## src/rtl/led_arb_pkg.sv

```systemverilog
// -----------------------------------------------------------------------------
// led_arb_pkg
// Shared types and helpers for the LED-sharing arbiter.
//   arb_state_t : arbiter FSM states (IDLE, OWNED, HANDOFF)
//   rr_pick_t   : result of a rotating-priority search (valid flag + index)
//   f_RR_Pick   : rotating-priority search over up to MAX_REQ requesters,
//                 scanning upward from ptr+1 modulo num_req.
// -----------------------------------------------------------------------------
package led_arb_pkg;

    // Upper bound on requesters supported by the search helper.
    localparam int MAX_REQ = 8;
    localparam int IDX_W   = 3;

    typedef enum logic [1:0] {
        IDLE    = 2'd0,
        OWNED   = 2'd1,
        HANDOFF = 2'd2
    } arb_state_t;

    typedef struct packed {
        logic             valid;
        logic [IDX_W-1:0] idx;
    } rr_pick_t;

    // Requesters at or above num_req must be presented as zero by the caller.
    function automatic rr_pick_t f_RR_Pick(
        input logic [MAX_REQ-1:0] req,
        input logic [IDX_W-1:0]   ptr,
        input int unsigned        num_req
    );
        rr_pick_t         pick;
        logic [IDX_W-1:0] cand;
        pick = '0;
        // Offset 1 is checked first, so the last winner (offset num_req)
        // always ends up with the lowest priority.
        for (int unsigned i = 1; i <= MAX_REQ; i++) begin
            cand = IDX_W'((32'(ptr) + i) % num_req);
            if (i <= num_req && !pick.valid && req[cand]) begin
                pick.valid = 1'b1;
                pick.idx   = cand;
            end
        end
        return pick;
    endfunction

endpackage

```

## src/rtl/rr_priority_picker.sv

```systemverilog
// -----------------------------------------------------------------------------
// rr_priority_picker
// Combinational rotating-priority search.
//   req    : request vector, one bit per requester
//   ptr    : index of the previous winner (it gets lowest priority)
//   valid  : at least one request is present
//   idx    : index of the winner
//   onehot : one-hot form of the winner (all zero when valid is low)
// -----------------------------------------------------------------------------
module rr_priority_picker #(
    parameter  int NUM_REQ = 4,
    localparam int PTR_W   = $clog2(NUM_REQ)
) (
    input  logic [NUM_REQ-1:0] req,
    input  logic [PTR_W-1:0]   ptr,
    output logic               valid,
    output logic [PTR_W-1:0]   idx,
    output logic [NUM_REQ-1:0] onehot
);
    import led_arb_pkg::*;

    rr_pick_t pick;

    always_comb begin
        pick = f_RR_Pick(MAX_REQ'(req), IDX_W'(ptr), NUM_REQ);
    end

    assign valid  = pick.valid;
    assign idx    = PTR_W'(pick.idx);
    assign onehot = pick.valid ? (NUM_REQ'(1) << pick.idx) : '0;

endmodule

```

## src/rtl/led_share_arbiter.sv

```systemverilog
// -----------------------------------------------------------------------------
// led_share_arbiter
// Round-robin owner of the shared LED bank. One requester owns the LEDs at a
// time; after MIN_HOLD cycles of ownership another requester may preempt.
// Every ownership change passes through a single dead HANDOFF cycle.
//   i_Clk      : system clock
//   i_Reset    : asynchronous active-high reset (release it synchronously)
//   i_Req      : level-sensitive request, one bit per requester
//   i_LED_Data : LED patterns, requester n at [n*LED_WIDTH +: LED_WIDTH]
//   o_Grant    : registered one-hot grant, or all zero
//   o_LED      : registered LED pattern of the owner (one cycle behind)
//   o_Busy     : registered, high while a requester owns the LEDs
// -----------------------------------------------------------------------------
module led_share_arbiter
    import led_arb_pkg::*;
#(
    parameter int NUM_REQ   = 4,
    parameter int LED_WIDTH = 4,
    parameter int MIN_HOLD  = 25000000
) (
    input  logic                         i_Clk,
    input  logic                         i_Reset,
    input  logic [NUM_REQ-1:0]           i_Req,
    input  logic [NUM_REQ*LED_WIDTH-1:0] i_LED_Data,
    output logic [NUM_REQ-1:0]           o_Grant,
    output logic [LED_WIDTH-1:0]         o_LED,
    output logic                         o_Busy
);
    localparam int               PTR_W    = $clog2(NUM_REQ);
    localparam int               CNT_W    = $clog2(MIN_HOLD + 1);
    localparam logic [CNT_W-1:0] HOLD_MAX = CNT_W'(MIN_HOLD);
    localparam logic [PTR_W-1:0] PTR_RST  = PTR_W'(NUM_REQ - 1);

    arb_state_t           state_q, state_d;
    logic [NUM_REQ-1:0]   grant_q, grant_d;
    logic [LED_WIDTH-1:0] led_q,   led_d;
    logic                 busy_q,  busy_d;
    logic [CNT_W-1:0]     cnt_q,   cnt_d;
    // While OWNED, the pointer is also the owner's index.
    logic [PTR_W-1:0]     ptr_q,   ptr_d;

    logic                 pick_valid;
    logic [PTR_W-1:0]     pick_idx;
    logic [NUM_REQ-1:0]   pick_onehot;
    logic [LED_WIDTH-1:0] owner_led;
    logic                 owner_req;
    logic                 other_req;

    rr_priority_picker #(
        .NUM_REQ (NUM_REQ)
    ) u_picker (
        .req    (i_Req),
        .ptr    (ptr_q),
        .valid  (pick_valid),
        .idx    (pick_idx),
        .onehot (pick_onehot)
    );

    always_comb begin
        owner_led = '0;
        for (int n = 0; n < NUM_REQ; n++) begin
            if (ptr_q == PTR_W'(n)) begin
                owner_led = i_LED_Data[n*LED_WIDTH +: LED_WIDTH];
            end
        end
    end

    assign owner_req = i_Req[ptr_q];
    assign other_req = |(i_Req & ~grant_q);

    always_comb begin
        // NOTE: every _d signal takes its held value before the case, so no path leaves it unassigned and no latch is inferred.
        state_d = state_q;
        grant_d = grant_q;
        led_d   = led_q;
        busy_d  = busy_q;
        cnt_d   = cnt_q;
        ptr_d   = ptr_q;

        case (state_q)
            IDLE, HANDOFF: begin
                if (pick_valid) begin
                    state_d = OWNED;
                    grant_d = pick_onehot;
                    ptr_d   = pick_idx;
                    cnt_d   = '0;
                    busy_d  = 1'b1;
                    led_d   = '0;
                end else begin
                    state_d = IDLE;
                    grant_d = '0;
                    led_d   = '0;
                    busy_d  = 1'b0;
                end
            end

            OWNED: begin
                // Voluntary release and preemption collapse into one transition.
                if (!owner_req || (cnt_q == HOLD_MAX && other_req)) begin
                    state_d = HANDOFF;
                    grant_d = '0;
                    led_d   = '0;
                    busy_d  = 1'b0;
                    cnt_d   = '0;
                end else begin
                    led_d = owner_led;
                    if (cnt_q != HOLD_MAX) begin
                        cnt_d = cnt_q + CNT_W'(1);
                    end
                end
            end

            default: begin
                state_d = IDLE;
                grant_d = '0;
                led_d   = '0;
                busy_d  = 1'b0;
                cnt_d   = '0;
            end
        endcase
    end

    // NOTE: non-blocking assignments, so every register updates from the pre-edge values.
    always_ff @(posedge i_Clk or posedge i_Reset) begin
        if (i_Reset) begin
            state_q <= IDLE;
            grant_q <= '0;
            led_q   <= '0;
            busy_q  <= 1'b0;
            cnt_q   <= '0;
            ptr_q   <= PTR_RST;
        end else begin
            state_q <= state_d;
            grant_q <= grant_d;
            led_q   <= led_d;
            busy_q  <= busy_d;
            cnt_q   <= cnt_d;
            ptr_q   <= ptr_d;
        end
    end

    assign o_Grant = grant_q;
    assign o_LED   = led_q;
    assign o_Busy  = busy_q;

endmodule

```

## config.mk

```make
export PLATFORM = sky130hd
export DESIGN_NAME = led_share_arbiter
export DESIGN_NICKNAME = d
export VERILOG_FILES = /design/src/rtl/led_arb_pkg.sv /design/src/rtl/rr_priority_picker.sv /design/src/rtl/led_share_arbiter.sv
export SDC_FILE = /design/constraint.sdc
export NUM_CORES = 1
export LEC_CHECK = 0
export ABC_AREA = 1
export BUFFER_PORTS_ARGS = -buffer_cell sky130_fd_sc_hd__buf_2
export CAP_MARGIN = 20
export CORE_AREA = 2 2 60 105
export DETAILED_ROUTE_END_ITERATION = 10
export DIE_AREA = 0 0 62 107
export PLACE_DENSITY = 0.79
export SETUP_SLACK_MARGIN = 0.3
export SYNTH_ARGS = -nofsm -noshare
export SYNTH_HDL_FRONTEND = slang
export SYNTH_HIERARCHICAL = 1
export SYNTH_SLANG_ARGS = --single-unit
```

## constraint.sdc

```tcl
create_clock -name i_Clk -period 4.3 [get_ports i_Clk]
set_input_delay 0.645 -clock i_Clk [delete_from_list [all_inputs] [get_ports i_Clk]]
set_output_delay 0.645 -clock i_Clk [all_outputs]
set_load 0.02 [all_outputs]
```

==> flow_summary.html <==
<table>
<tr><th>Metric</th><th>Value</th></tr>
<tr><th colspan="2">Worst setup path</th></tr>
<tr><td>Critical Path, Cell by Cell</td><td>inv_2 &gt; nand2_1 &gt; nand2_2 &gt; nand2_2 &gt; nand2_4 &gt; nor2_1 &gt; nand2_2 &gt; nor2_1 &gt; inv_1 &gt; nand2_1 &gt; inv_1 &gt; nand2_1 &gt; nand2_1</td></tr>
<tr><td>Slowest library cell on the worst path</td><td>sky130_fd_sc_hd__dfstp_2</td></tr>
<tr><td>Max Fanout on Critical Path</td><td>29</td></tr>
<tr><td>Number of logic stages on the critical path including buffering</td><td>13</td></tr>
<tr><td>Start-to-end type of the worst setup path</td><td>register to register</td></tr>
<tr><td>CP Launch Type</td><td>register</td></tr>
<tr><td>Endpoint required time on the critical path</td><td>4.48 ns</td></tr>
<tr><td>Reg-to-reg endpoint</td><td>cnt_q[20]$_DFFE_PP0P_</td></tr>
<tr><td>Worst setup path endpoint</td><td>cnt_q[20]$_DFFE_PP0P_</td></tr>
<tr><td>Delay of the slowest critical-path stage</td><td>0.76 ns</td></tr>
<tr><td>Sum of buffers and inverters on the critical path</td><td>3</td></tr>
<tr><td>CP most frequent cell</td><td>sky130_fd_sc_hd__nand2_1</td></tr>
<tr><td>Depth of the most critical reg-to-reg path</td><td>13</td></tr>
<tr><td>Start point of the critical path</td><td>ptr_q[0]$_DFFE_PP1P_</td></tr>
<tr><td>Source of the worst register-to-register timing path</td><td>ptr_q[0]$_DFFE_PP1P_</td></tr>
<tr><td>Minimum setup slack among reg-to-reg paths</td><td>~1.5 ns</td></tr>
<tr><td>Top Family by Delay on Critical Path</td><td>simple AND/OR/NAND/NOR gates</td></tr>
<tr><td>Worst setup EP type</td><td>register</td></tr>
<tr><td>Arrival time worst endpoint</td><td>2.95 ns</td></tr>
<tr><th colspan="2">Floorplanning</th></tr>
<tr><td>Total die area</td><td>about 6600 um2</td></tr>
<tr><td>Vertical die dimension</td><td>107 um</td></tr>
<tr><td>Total core area</td><td>5790 um2</td></tr>
<tr><td>Rows</td><td>37</td></tr>
<tr><td>Die Wd</td><td>62 um</td></tr>
<tr><td>Effective utilization at floorplan</td><td>0.490</td></tr>
<tr><td>Io pins</td><td>31</td></tr>
<tr><th colspan="2">Finish</th></tr>
<tr><td>Count of antenna diodes in the layout</td><td>0</td></tr>
<tr><td>Cell area after layout</td><td>3100 um2</td></tr>
<tr><td>Total Nets Final</td><td>493</td></tr>
<tr><td>Fill cell total of the finished layout</td><td>between 500 and 600</td></tr>
<tr><td>Count of placed standard cells in the final layout, fillers left out</td><td>approximately 550</td></tr>
<tr><td>Top library cells by usage in the layout, fill and taps aside</td><td>sky130_fd_sc_hd__nand2_1 (156), sky130_fd_sc_hd__nor2_1 (58), sky130_fd_sc_hd__inv_1 (46)</td></tr>
<tr><td>Area growth, synth to finish</td><td>9.30%</td></tr>
<tr><td>Fraction of layout instances using a drive strength above 1</td><td>0.164</td></tr>
<tr><td>Most common cell after layout, fill and taps aside</td><td>sky130_fd_sc_hd__nand2_1</td></tr>
<tr><th colspan="2">Yosys</th></tr>
<tr><td>Number of instances in the synthesized netlist</td><td>roughly 440</td></tr>
<tr><td>Area share of the largest cell type after synthesis</td><td>0.317</td></tr>
<tr><td>Biggest area contributors in the synthesized netlist</td><td>sky130_fd_sc_hd__dfrtp_1 (32%), sky130_fd_sc_hd__nand2_1 (21%), sky130_fd_sc_hd__nor2_1 (7.7%), sky130_fd_sc_hd__inv_1 (6.1%), sky130_fd_sc_hd__nand3_1 (6.0%)</td></tr>
<tr><td>Synthesis Warnings</td><td>6</td></tr>
<tr><td>Post-Syn Area</td><td>about 2800 um2</td></tr>
<tr><td>Post-synthesis area per instance</td><td>6.43 um2</td></tr>
<tr><td>Synthesized netlist net count</td><td>465</td></tr>
<tr><td>Sequential cell area fraction in the yosys report</td><td>0.336</td></tr>
<tr><td>Unique masters post-synth</td><td>26</td></tr>
<tr><td>Synth Register Bits</td><td>38</td></tr>
<tr><td>Yosys top cell by area</td><td>sky130_fd_sc_hd__dfrtp_1</td></tr>
<tr><th colspan="2">Global route</th></tr>
<tr><td>Wire length of the first global-routing pass</td><td>12,500 um</td></tr>
<tr><td>Pin count of the biggest net entering global routing</td><td>39</td></tr>
<tr><td>Number of antenna violations at the first check in global routing</td><td>0</td></tr>
<tr><td>Global-route total usage across every layer</td><td>0.248</td></tr>
<tr><td>Number of global-route vias before repair</td><td>between 2,000 and 3,000</td></tr>
<tr><td>Total overflow reported by the global router</td><td>0</td></tr>
<tr><th colspan="2">Detailed routing</th></tr>
<tr><td>Number of optimization iterations in the first detailed-route pass</td><td>4</td></tr>
<tr><td>Post-DRT Antenna Nets</td><td>0</td></tr>
<tr><td>Detailed-route wire length per cell</td><td>13.1 um</td></tr>
<tr><td>Via count</td><td>2,851</td></tr>
<tr><td>DRC errors left</td><td>0</td></tr>
<tr><td>Drt via density</td><td>about 5.2</td></tr>
<tr><td>Routed wire length</td><td>7190 um</td></tr>
<tr><td>DRT iter0 DRCs</td><td>103</td></tr>
<tr><th colspan="2">Placed design</th></tr>
<tr><td>Number of buffers inserted by port buffering</td><td>30</td></tr>
<tr><td>Placed Area</td><td>3010 um2</td></tr>
<tr><td>Placed cell count</td><td>540</td></tr>
<tr><td>Placer's final routability congestion estimate</td><td>0.927</td></tr>
<tr><td>Final HPWL from detailed placement</td><td>roughly 5500 um</td></tr>
<tr><th colspan="2">Clocking</th></tr>
<tr><td>Clock Tree Buf Depth</td><td>2</td></tr>
<tr><td>Post_cts resized</td><td>0</td></tr>
<tr><td>TritonCTS clock tree</td><td>built</td></tr>
<tr><td>Number of CTS-inserted buffers</td><td>5</td></tr>
<tr><td>Setup Fix Bufs, Post-CTS</td><td>0</td></tr>
<tr><td>Level count of the clock H-tree</td><td>2</td></tr>
<tr><td>CTS Sinks</td><td>38</td></tr>
<tr><td>Root buf cell</td><td>sky130_fd_sc_hd__clkbuf_8</td></tr>
<tr><td>Clock-pin slew on the worst setup and hold paths</td><td>0.08 ns</td></tr>
<tr><td>Post-CTS Hold Fix Bufs</td><td>0</td></tr>
<tr><td>Clock latency on the worst-skew pair</td><td>0.29 ns</td></tr>
<tr><th colspan="2">Pwr</th></tr>
<tr><td>LEAKAGE</td><td>1.51 nW</td></tr>
<tr><td>Largest voltage drop on the vdd net</td><td>513 uV</td></tr>
<tr><td>Power per unit of standard cell area</td><td>between 500 and 600 nW/um2</td></tr>
<tr><td>Overall power consumption</td><td>1.58 mW</td></tr>
<tr><th colspan="2">STA</th></tr>
<tr><td>Final-layout setup total negative slack</td><td>0 ns</td></tr>
<tr><td>Unrepaired setup endpoints after global routing</td><td>no</td></tr>
<tr><td>FMAX</td><td>362 MHz</td></tr>
<tr><td>Final Hold Violating Endpoints</td><td>0</td></tr>
<tr><td>Setup violation total in the final timing report</td><td>0</td></tr>
<tr><td>Max Slew Vio Count</td><td>0</td></tr>
<tr><td>Clock period minus worst slack</td><td>2.76 ns</td></tr>
<tr><td>Final cycle utilization of the critical path</td><td>0.643</td></tr>
<tr><td>Headroom to the max-slew limit</td><td>0.387</td></tr>
<tr><td>Worst slew pin tran</td><td>0.918 ns</td></tr>
<tr><td>Clock skew after layout</td><td>roughly 0.0044 ns</td></tr>
<tr><th colspan="2">Run status</th></tr>
<tr><td>Outcome</td><td>complete, no violations</td></tr>
<tr><th colspan="2">Job</th></tr>
<tr><td>Max_cap viols</td><td>0</td></tr>
<tr><th colspan="2">Min path</th></tr>
<tr><td>Path class of the lowest-slack min-delay path</td><td>input port to asynchronous set/reset pin</td></tr>
</table>
## power by group
group	switching, mW	total [mW]	leakage [nW]	internal [mW]
sequential	0.0720	0.490	0.515	0.418
clock	0.129	0.259	0.0482	0.129
combinational	0.578	0.831	0.944	0.254
total	0.779	1.58	1.51	0.802
## cell usage after synthesis, drive strengths merged
cell type and instances:
buf 10, nor2 62, nand2 172, dfrtp 36, nand4 12, o21bai 1, o21ai 32, nor3 1
clkinv 1, inv 53, a21oi 8, dfstp 2, xnor2 2, ha 2, a31oi 2, xor2 5
nand3 40
## cell type report
type / count / area, um2 / share of cell area
Inverter: 54 / 204 / 0.0658
Clock buffer: 7 / 86.3 / 0.0278
Clock inverter: 1 / 5.00 / 0.00161
Timing Repair Buffer: 31 / 158 / 0.0508
Tap cell: 78 / 97.6 / 0.0315
Sequential cell: 38 / 953 / 0.307
Multi-Input combinational cell: 339 / 1600 / 0.515
## metal layers
layer / track usage / vias to the layer above / share of wire
met5: 0 / - / 0
met4: 0.153 / 0 / 0.051
met3: 0.0314 / 33 / 0.026
met2: 0.432 / 64 / 0.55
met1: 0.265 / 1317 / 0.37
li1: - / 1437 / -
## tightest hold or removal path: stages
cell and delay (ns):
sky130_fd_sc_hd__buf_2 0.10, sky130_fd_sc_hd__inv_1 0.04, sky130_fd_sc_hd__buf_4 0.41
## state kept, by name, indices dropped and copies added (netlist names)
register / count
cnt_q: 25
ptr_q: 2
o_Busy: 1
o_Grant: 4
state_q: 2
o_LED: 4
## worst min-delay path by stage
| stage | depth (start not counted) | slack (ns) | end | start |
|---|---|---|---|---|
| after floorplan | 1 | 0.42 | state_q[1]$_DFFE_PP0P_ | state_q[1]$_DFFE_PP0P_ |
| after global placement | 1 | 0.44 | state_q[1]$_DFFE_PP0P_ | state_q[1]$_DFFE_PP0P_ |
| after detailed placement | 1 | 0.44 | state_q[1]$_DFFE_PP0P_ | state_q[1]$_DFFE_PP0P_ |
| after CTS | 1 | 0.47 | state_q[1]$_DFFE_PP0P_ | state_q[1]$_DFFE_PP0P_ |
| after global routing | 1 | 0.48 | state_q[1]$_DFFE_PP0P_ | state_q[1]$_DFFE_PP0P_ |
| final | 3 | 0.46 | o_LED[1]$_DFF_PP0_ | i_Reset |
## cells by family (layout without fill, tap and decap cells)
| kind of cell | count (synthesis) | after routing | share of synthesized area |
|---|---|---|---|
| flops | 38 | 38 | 0.336 |
| compound gates | 43 | 43 | 0.0802 |
| simple gates | 287 | 287 | 0.452 |
| buf+inv | 64 | 93 | 0.101 |
| fa+ha+maj | 2 | 2 | 0.00882 |
| xor+xnor | 7 | 7 | 0.0216 |
## through the flow
stage                util  hold WS (ns)  setup WS (ns)
global route        0.536         0.479           1.18
detailed placement  0.520         0.444           1.53
CTS                 0.536         0.466           1.51
global placement    0.520         0.438           1.60
finish              0.536         0.461           1.54
floorplan               -         0.420           2.47
Note: power is estimated with default switching activity, not from simulation.
